**src/rtl/riscv_pkg.sv**
```systemverilog
// Shared fetch-stage definitions: data widths, the EBREAK encoding, the fetch
// FSM state encoding and the {pc, instr} payload carried to decode.
package riscv_pkg;
    localparam int unsigned XLEN = 64;
    localparam int unsigned ILEN = 32;
    localparam logic [ILEN-1:0] INSTR_EBREAK = 32'h0010_0073;

    typedef enum logic [1:0] {
        ST_IDLE  = 2'd0,
        ST_FETCH = 2'd1,
        ST_HALT  = 2'd2,
        ST_FAULT = 2'd3
    } fetch_state_e;

    typedef struct packed {
        logic [XLEN-1:0] pc;
        logic [ILEN-1:0] instr;
    } fetch_pkt_t;
endpackage

```
**src/rtl/fetch_out_reg.sv**
```systemverilog
// Valid/ready output register holding one fetched {pc, instr} for decode.
//  clk, reset   : clock, synchronous active-high reset
//  load         : capture load_data and raise out_valid
//  squash       : drop any held word (takes priority over load)
//  load_data    : packet to capture
//  out_ready    : decode consumes when out_valid && out_ready
//  out_valid    : packet held
//  out_data     : held packet (zero after reset)
module fetch_out_reg
    import riscv_pkg::*;
(
    input  logic       clk,
    input  logic       reset,
    input  logic       load,
    input  logic       squash,
    input  fetch_pkt_t load_data,
    input  logic       out_ready,
    output logic       out_valid,
    output fetch_pkt_t out_data
);
    logic       valid_q, valid_d;
    fetch_pkt_t data_q, data_d;

    always_comb begin
        valid_d = valid_q;
        data_d  = data_q;
        if (squash) begin
            valid_d = 1'b0;
        end else if (load) begin
            valid_d = 1'b1;
            data_d  = load_data;
        end else if (valid_q && out_ready) begin
            valid_d = 1'b0;
        end
    end

    always_ff @(posedge clk) begin
        if (reset) begin
            valid_q <= 1'b0;
            data_q  <= '0;
        end else begin
            valid_q <= valid_d;
            data_q  <= data_d;
        end
    end

    assign out_valid = valid_q;
    assign out_data  = data_q;
endmodule

```
**src/rtl/instruction_fetch_controller.sv**
```systemverilog
// Instruction fetch controller: owns the PC, addresses the combinational
// instruction memory, registers each word with its PC for decode, takes
// branch/jump redirects and stops on EBREAK or on a bad PC.
//  clk, reset          : clock, synchronous active-high reset
//  imem_address/imem_I : memory address (= pc) and same-cycle returned word
//  out_valid/out_ready : handshake to decode; out_instr/out_pc payload
//  redirect/redirect_pc: taken branch/jump and its target
//  halted, fault       : HALT / FAULT state flags
module instruction_fetch_controller
    import riscv_pkg::*;
#(
    parameter logic [XLEN-1:0] RESET_PC   = 64'h0,
    parameter int unsigned     MEM_BYTES  = 128,
    parameter logic [ILEN-1:0] HALT_INSTR = INSTR_EBREAK
) (
    input  logic            clk,
    input  logic            reset,
    output logic [XLEN-1:0] imem_address,
    input  logic [ILEN-1:0] imem_I,
    output logic            out_valid,
    input  logic            out_ready,
    output logic [ILEN-1:0] out_instr,
    output logic [XLEN-1:0] out_pc,
    input  logic            redirect,
    input  logic [XLEN-1:0] redirect_pc,
    output logic            halted,
    output logic            fault
);
    fetch_state_e    state_q, state_d;
    logic [XLEN-1:0] pc_q, pc_d;
    logic            halted_q, halted_d;
    logic            fault_q, fault_d;
    logic            load, squash;
    fetch_pkt_t      load_pkt, out_pkt;

    function automatic logic pc_bad(input logic [XLEN-1:0] a);
        return (a[1:0] != 2'b00) || (a >= XLEN'(MEM_BYTES));
    endfunction

    // out_ready only feeds the output register enable; pc_q (hence
    // imem_address) is purely registered.
    always_comb begin
        state_d  = state_q;
        pc_d     = pc_q;
        halted_d = halted_q;
        fault_d  = fault_q;
        load     = 1'b0;
        squash   = 1'b0;
        if (state_q == ST_IDLE) begin
            state_d = ST_FETCH;
        end else if (redirect) begin
            // Redirect beats everything: squash the held word, drop any
            // word arriving this cycle, and re-check the new target.
            squash   = 1'b1;
            pc_d     = redirect_pc;
            halted_d = 1'b0;
            fault_d  = pc_bad(redirect_pc);
            state_d  = pc_bad(redirect_pc) ? ST_FAULT : ST_FETCH;
        end else if (state_q == ST_FETCH) begin
            if (pc_bad(pc_q)) begin
                state_d = ST_FAULT;
                fault_d = 1'b1;
            end else if (!out_valid || out_ready) begin
                load = 1'b1;
                pc_d = pc_q + 64'd4;
                // The EBREAK word itself goes to decode; pc stops just past it.
                if (imem_I == HALT_INSTR) begin
                    state_d  = ST_HALT;
                    halted_d = 1'b1;
                end
            end
        end
    end

    always_ff @(posedge clk) begin
        if (reset) begin
            state_q  <= ST_IDLE;
            pc_q     <= RESET_PC;
            halted_q <= 1'b0;
            fault_q  <= 1'b0;
        end else begin
            state_q  <= state_d;
            pc_q     <= pc_d;
            halted_q <= halted_d;
            fault_q  <= fault_d;
        end
    end

    assign load_pkt = '{pc: pc_q, instr: imem_I};

    fetch_out_reg u_out_reg (
        .clk       (clk),
        .reset     (reset),
        .load      (load),
        .squash    (squash),
        .load_data (load_pkt),
        .out_ready (out_ready),
        .out_valid (out_valid),
        .out_data  (out_pkt)
    );

    assign imem_address = pc_q;
    assign out_instr    = out_pkt.instr;
    assign out_pc       = out_pkt.pc;
    assign halted       = halted_q;
    assign fault        = fault_q;
endmodule

```
**config.mk**
```make
export PLATFORM = sky130hd
export DESIGN_NAME = instruction_fetch_controller
export DESIGN_NICKNAME = d
export VERILOG_FILES = /design/src/rtl/riscv_pkg.sv /design/src/rtl/fetch_out_reg.sv /design/src/rtl/instruction_fetch_controller.sv
export SDC_FILE = /design/constraint.sdc
export NUM_CORES = 1
export LEC_CHECK = 0
export ABC_AREA = 0
export ABC_CLOCK_PERIOD_IN_PS = 2560
export CORE_MARGIN = 2
export CORE_UTILIZATION = 42
export CTS_CLUSTER_DIAMETER = 200
export DETAILED_ROUTE_END_ITERATION = 10
export PLACE_DENSITY = 0.78
export SLEW_MARGIN = 10
export SYNTH_ARGS = -nofsm -noshare
export SYNTH_HDL_FRONTEND = slang
export SYNTH_HIERARCHICAL = 1
export SYNTH_SLANG_ARGS = --single-unit
```
**constraint.sdc**
```tcl
create_clock -name clk -period 2.56 [get_ports clk]
set_input_delay 0.512 -clock clk [delete_from_list [all_inputs] [get_ports clk]]
set_output_delay 0.512 -clock clk [all_outputs]
set_load 0.01 [all_outputs]
```
=== Yosys cells after proc, flatten, opt, wreduce, memory -nomap -nowiden ===
Cells that the tools add are included.

* Multipliers: 0
* Shift operators: 0
* $lt $le $gt $ge: 2
* Bitwise gates (word level): 2
* Eq/ne operators: 3
* Reduce and logical (&&, ||, !) cells: 26
* Add/subtract/negate cells: 1
* Multiplexer cells: 28
* Div/mod/pow operators: 0

{| class="wikitable"
|+ Operators by type and width
! operator !! count
|-
| 64-bit 2-to-1 mux || 4
|-
| 64-bit by 8-bit greater-or-equal comparator with 1-bit output (second input constant) || 2
|-
| 64-bit by 3-bit adder with 64-bit output (second input constant) || 1
|-
| 32-bit by 21-bit == test with 1-bit output (second input constant) || 1
|-
| 1-bit 2-to-1 mux || 18
|-
| 2-bit nonzero test || 7
|-
| 2-bit 2-to-1 mux || 6
|-
| 3-bit AND reduction || 3
|-
| 3-bit nonzero test || 3
|-
| 4-bit nonzero test || 2
|-
| 5-bit AND reduction || 1
|-
| 4-bit AND reduction || 1
|-
| 2-bit OR reduction || 2
|-
| 1-bit logical OR || 3
|-
| 2-bit by 1-bit == test with 1-bit output (second input constant) || 1
|-
| 2-bit logical NOT || 1
|-
| 2-bit inequality test (second input constant) || 1
|-
| 1-bit inverter || 2
|-
| 2-bit AND reduction || 1
|-
| 1-bit logical AND || 1
|-
| 1-bit logical NOT || 1
|}

* Memories kept: 0
* Bits in registers: 165
* Output and inout port bits: 163
* Bits in latches: 0
* Logic and storage cells: 70
* RAM bits: 0
* Memory bits (read-only): 0

=== Longest topological paths before layout ===
* Word-level depth: 8
* Gate-level depth with buffers: 10

=== Modules after synthesis ===
The synthesis kept the hierarchy.

{| class="wikitable"
|+ Modules (own cells, without submodules)
! module !! area each (um^2) !! seq. area each (um^2) !! cells each !! instances
|-
| fetch_out_reg || 4377.9 || 1941.9 || 440 || 1
|-
| instruction_fetch_controller || 3664.8 || 1361.3 || 489 || 1
|}

=== Least setup slack after synthesis ===
Ideal clock, no wire load.

* Kind: input to register
* Start point: input port out_ready
* End point: register u_out_reg.data_q (netlist bit u_out_reg/out_data[55])
* Slack: 0.106 ns
* Path buffers: 2
* Stages: 9
* Arrival time: 2.336 ns
* Path through: nand2b_1 > nor2b_1 > nand4_1 > or4_1 > nor2_1 > nor2b_4 > buf_6 > buf_4 > o21ai_1

* Cells in the longest elaborated chain, start to end: 7

{| class="wikitable"
|+ RTL lines
! element !! RTL line !! source
|-
| from (decl) || instruction_fetch_controller.sv:21 || <nowiki>input logic out_ready,</nowiki>
|-
| 1-bit logical OR || instruction_fetch_controller.sv:63 || <nowiki>end else if (!out_valid || out_ready) begin</nowiki>
|-
| 1-bit 2-to-1 mux || instruction_fetch_controller.sv:63 ||
|-
| 1-bit 2-to-1 mux || instruction_fetch_controller.sv:60 || <nowiki>if (pc_bad(pc_q)) begin</nowiki>
|-
| 1-bit 2-to-1 mux || instruction_fetch_controller.sv:59 || <nowiki>end else if (state_q == ST_FETCH) begin</nowiki>
|-
| 1-bit 2-to-1 mux || instruction_fetch_controller.sv:51 || <nowiki>end else if (redirect) begin</nowiki>
|-
| 1-bit 2-to-1 mux || instruction_fetch_controller.sv:49 || <nowiki>if (state_q == ST_IDLE) begin</nowiki>
|-
| net load || instruction_fetch_controller.sv:33 || <nowiki>logic load, squash;</nowiki>
|-
| 2-bit AND reduction (no source line) || - ||
|-
| to (signal assigned) || fetch_out_reg.sv:43 || <nowiki>data_q <= data_d;</nowiki>
|-
| to (decl) || fetch_out_reg.sv:22 || <nowiki>fetch_pkt_t data_q, data_d;</nowiki>
|}

The timed path passes the listed nets, and every way through them passes these cells.
A chain may end at the register's enable or synchronous reset.

=== Final worst setup path ===
* Start point: input port out_ready
* End point: register u_out_reg.data_q (netlist bit u_out_reg/out_data[73])

Same word-level chain as after synthesis.

==> results.tsv <==
metric	value	unit
Setup Skew	0.0118	ns
RD Place Congestion	0.846	
WP data arrival	2.82	ns
Critical Path End	u_out_reg/out_data[73]	
final cell count without fillers	1462	
initial core utilization	42.9	%
Fmax achieved	0.399	GHz
Max Used Layer	met4	
Antenna Nets Post-Route	0	
Setup Viol. Count Final	0	
first-iteration detailed-routing DRC count	642	
post-route cell area	0.0120	mm2
critical path depth	10	
Reg clk slew, reported paths	0.06	ns
P_leak	4.04	nW
Critical path origin	out_ready	
outcome	finished, final reports clean	
Avg WL per Cell	19.0	um
final hold vios	0	
DRT Wirelength	27700	um
PD cells	512	mW/mm2
Cells after DPL	1425	
Nets	1317	
FP Rows	50	
Worst Tran Pin Value	0.706	ns
Synthesis Warnings	6	
final worst-path cycle share	97.9	%
Ant. Diodes	0	
post-synthesis mux area share	0.124	%
setup_tns	0	ns
post-synthesis xor/xnor area fraction	0	%
synth unique cells	51	
Synth-to-Final Area Change	48.9	%
CTS buffer count	17	
Crit Path Class	in -> reg	
first-pass GRT wire length	42300	um
root buf cell	clkbuf_16	
crit-path max cell delay	0.57	ns
Buffers & Inverters on Critical Path	3	
Final WS setup	0.0527	ns
Max H-tree Level	4	
number of vias per cell	5.72	
io pins	263	
cells along the critical path	clkdlybuf4s50_1, nand2b_1, nor2b_1, nand4_1, or4_1, nor2_4, nor2b_4, buf_4, clkbuf_16, o21ai_1	
Post-synth EDFFs	0	
Mapped Cells	929	
Buffers on Ports	262	
Clk Latency, worst-skew pair	0.43	ns
sequential area share after synthesis	41.1	%
R2R Setup Slk	0.07	ns
Core Footprint	0.0188	mm2
Min-Delay Path Class	reg -> reg	
vias in the first global route	7934	
compound-cell area share of the yosys netlist	15.9	%
Slew headroom	52.9	%
Post-Route Utilization	63.8	%
Top delay family on crit path	simple AND/OR/NAND/NOR gates	
Pre-antenna DRT Iters	5	
count of pins over their slew limit	0	
FF+latch count, synth	165	
Total Power	6.14	mW
total grt overflow	0	
DRC	0	
met1 WL	12500	um
r2r startpoint	imem_address[36]	
CP required	2.87	ns
Die Y	142	um
Cell Area, Synth	0.00804	mm2
Total GRT Usage	26.2	%
Final min period	2.51	ns
fill cell count	1616	
pre-CTS setup slack	-0.366	ns
Post-Place Cell Area	0.0113	mm2
Hold Buf Count CTS	0	
TritonCTS Sinks	165	
Post-synth ARST share	0	%
Met2 Wirelength	13100	um
Critical Path Slowest Stage Cell	or4_1	
adder-cell area share of the yosys netlist	0.311	%
die area	0.0203	mm2
Clock Tree Buf Depth	2	
Max Cap Viol	0	
largest fanout on the critical path	17	
TritonCTS clock tree	built	
met3 WL	1790	um
dominant combinational cell family by area after synthesis	simple AND/OR/NAND/NOR gates	
share of cells above drive strength 1	10.7	%
Syn Nets	1031	
die width	142	um
Setup crit end kind	flop	
startpoint types	input pin	
Top FF cell, synth	dfxtp_1	
Hold WS	0.468	ns
reg2reg end	u_out_reg/out_data[73]	
total number of vias	8359	
simple-gate share of the synthesized area	37.6	%
Max IR drop VDD	0.466	mV
r2r worst-path depth	8	
pin count of the biggest net entering global routing	128	
Detail Placement HPWL	19300	um
antenna violations before repair	0	
Mapped Avg Cell Area	8.66	um2
==> report_power, final <==
group          internal [mW]  total [mW]  switching (mW)
sequential              2.62        2.67          0.0536
combinational          0.485       0.920           0.435
clock                   1.45        2.54            1.09
total                   4.55        6.14            1.58
==> cell type report <==
type | count | area [um2] | share of cell area, %
Clock buffer | 18 | 429 | 3.58
Inverter | 8 | 31.3 | 0.261
Timing Repair Buffer | 346 | 3400 | 28.4
Sequential cell | 165 | 3300 | 27.6
Clock inverter | 14 | 151 | 1.26
Tap cell | 234 | 293 | 2.44
Multi-Input combinational cell | 677 | 4370 | 36.5
==> state kept, by name, indices dropped and copies added, names as in the netlist <==
| name | cells |
|---|---|
| fault | 1 |
| halted | 1 |
| imem_address | 64 |
| state_q | 2 |
| u_out_reg/out_data | 96 |
| u_out_reg/out_valid | 1 |
==> metal layers <==
| metal | up-vias | global-route usage (%) |
|---|---|---|
| met1 | 3992 | 35.2 |
| li1 | 4006 | - |
| met3 | 29 | 5.32 |
| met2 | 332 | 43.0 |
| met5 | - | 0 |
| met4 | 0 | 6.67 |
==> cells in the final DEF, fill, tap and decap left out, types with 4 or more instances in the layout <==
master,n
clkdlybuf4s50_1,260
dfxtp_1,165
nand2b_1,99
nand4bb_1,96
nand2_1,87
o21ai_0,73
buf_4,72
a21oi_1,44
o21ai_1,42
nand3_1,40
nor4_1,38
nor2_1,35
a22oi_1,22
nand4_1,18
clkbuf_16,18
o31ai_1,14
buf_12,11
nor3_1,9
inv_1,7
a311oi_1,6
clkinv_2,4
or3_1,4
a211oi_1,4
clkinvlp_4,4
==> Yosys cell counts (14+ instances only) <==
cell type	count	area (um2)
nor4_1	40	250
clkbuf_1	49	184
nor2_1	36	135
nand2_1	87	327
nand4bb_1	96	1080
dfxtp_1	165	3300
a22oi_1	22	165
o21ai_1	43	215
nand4_1	18	113
nand2b_1	99	619
o21ai_0	73	365
a21oi_1	45	225
o31ai_1	14	105
nand3_1	40	200
==> worst min path at each step <==
stage / startpoint / cells past startpoint / end / slack, ns
3_3_place_gp: u_out_reg/out_data[55] / 2 / u_out_reg/out_data[55] / 0.45
2_1_floorplan: state_q[0] / 2 / state_q[1] / 0.49
3_5_place_dp: u_out_reg/out_data[64] / 2 / u_out_reg/out_data[64] / 0.46
4_1_cts: u_out_reg/out_data[77] / 2 / u_out_reg/out_data[77] / 0.47
6_report: u_out_reg/out_data[82] / 2 / u_out_reg/out_data[82] / 0.47
5_1_grt: u_out_reg/out_data[61] / 2 / u_out_reg/out_data[61] / 0.48
==> logic make-up (layout without fill, tap and decap cells) <==
family          Yosys count  after routing
compound gates          221            221
fa+ha+maj                 2              2
buf+inv                  87            386
flops                   165            165
mux                       1              1
simple gates            453            453
==> timing repair <==
action                                  in CTS  in global routing
hold endpoints to repair                     0                  0
gates resized for setup                      0                  2
setup buffers                                0                  4
endpoints found under the setup margin       0                 95
==> worst min-delay path, stage by stage (launching register included) <==
cell      delay [ns]
dfxtp_1         0.31
nand2b_1        0.07
o21ai_1         0.05
Power figures use the tool's default switching activity.
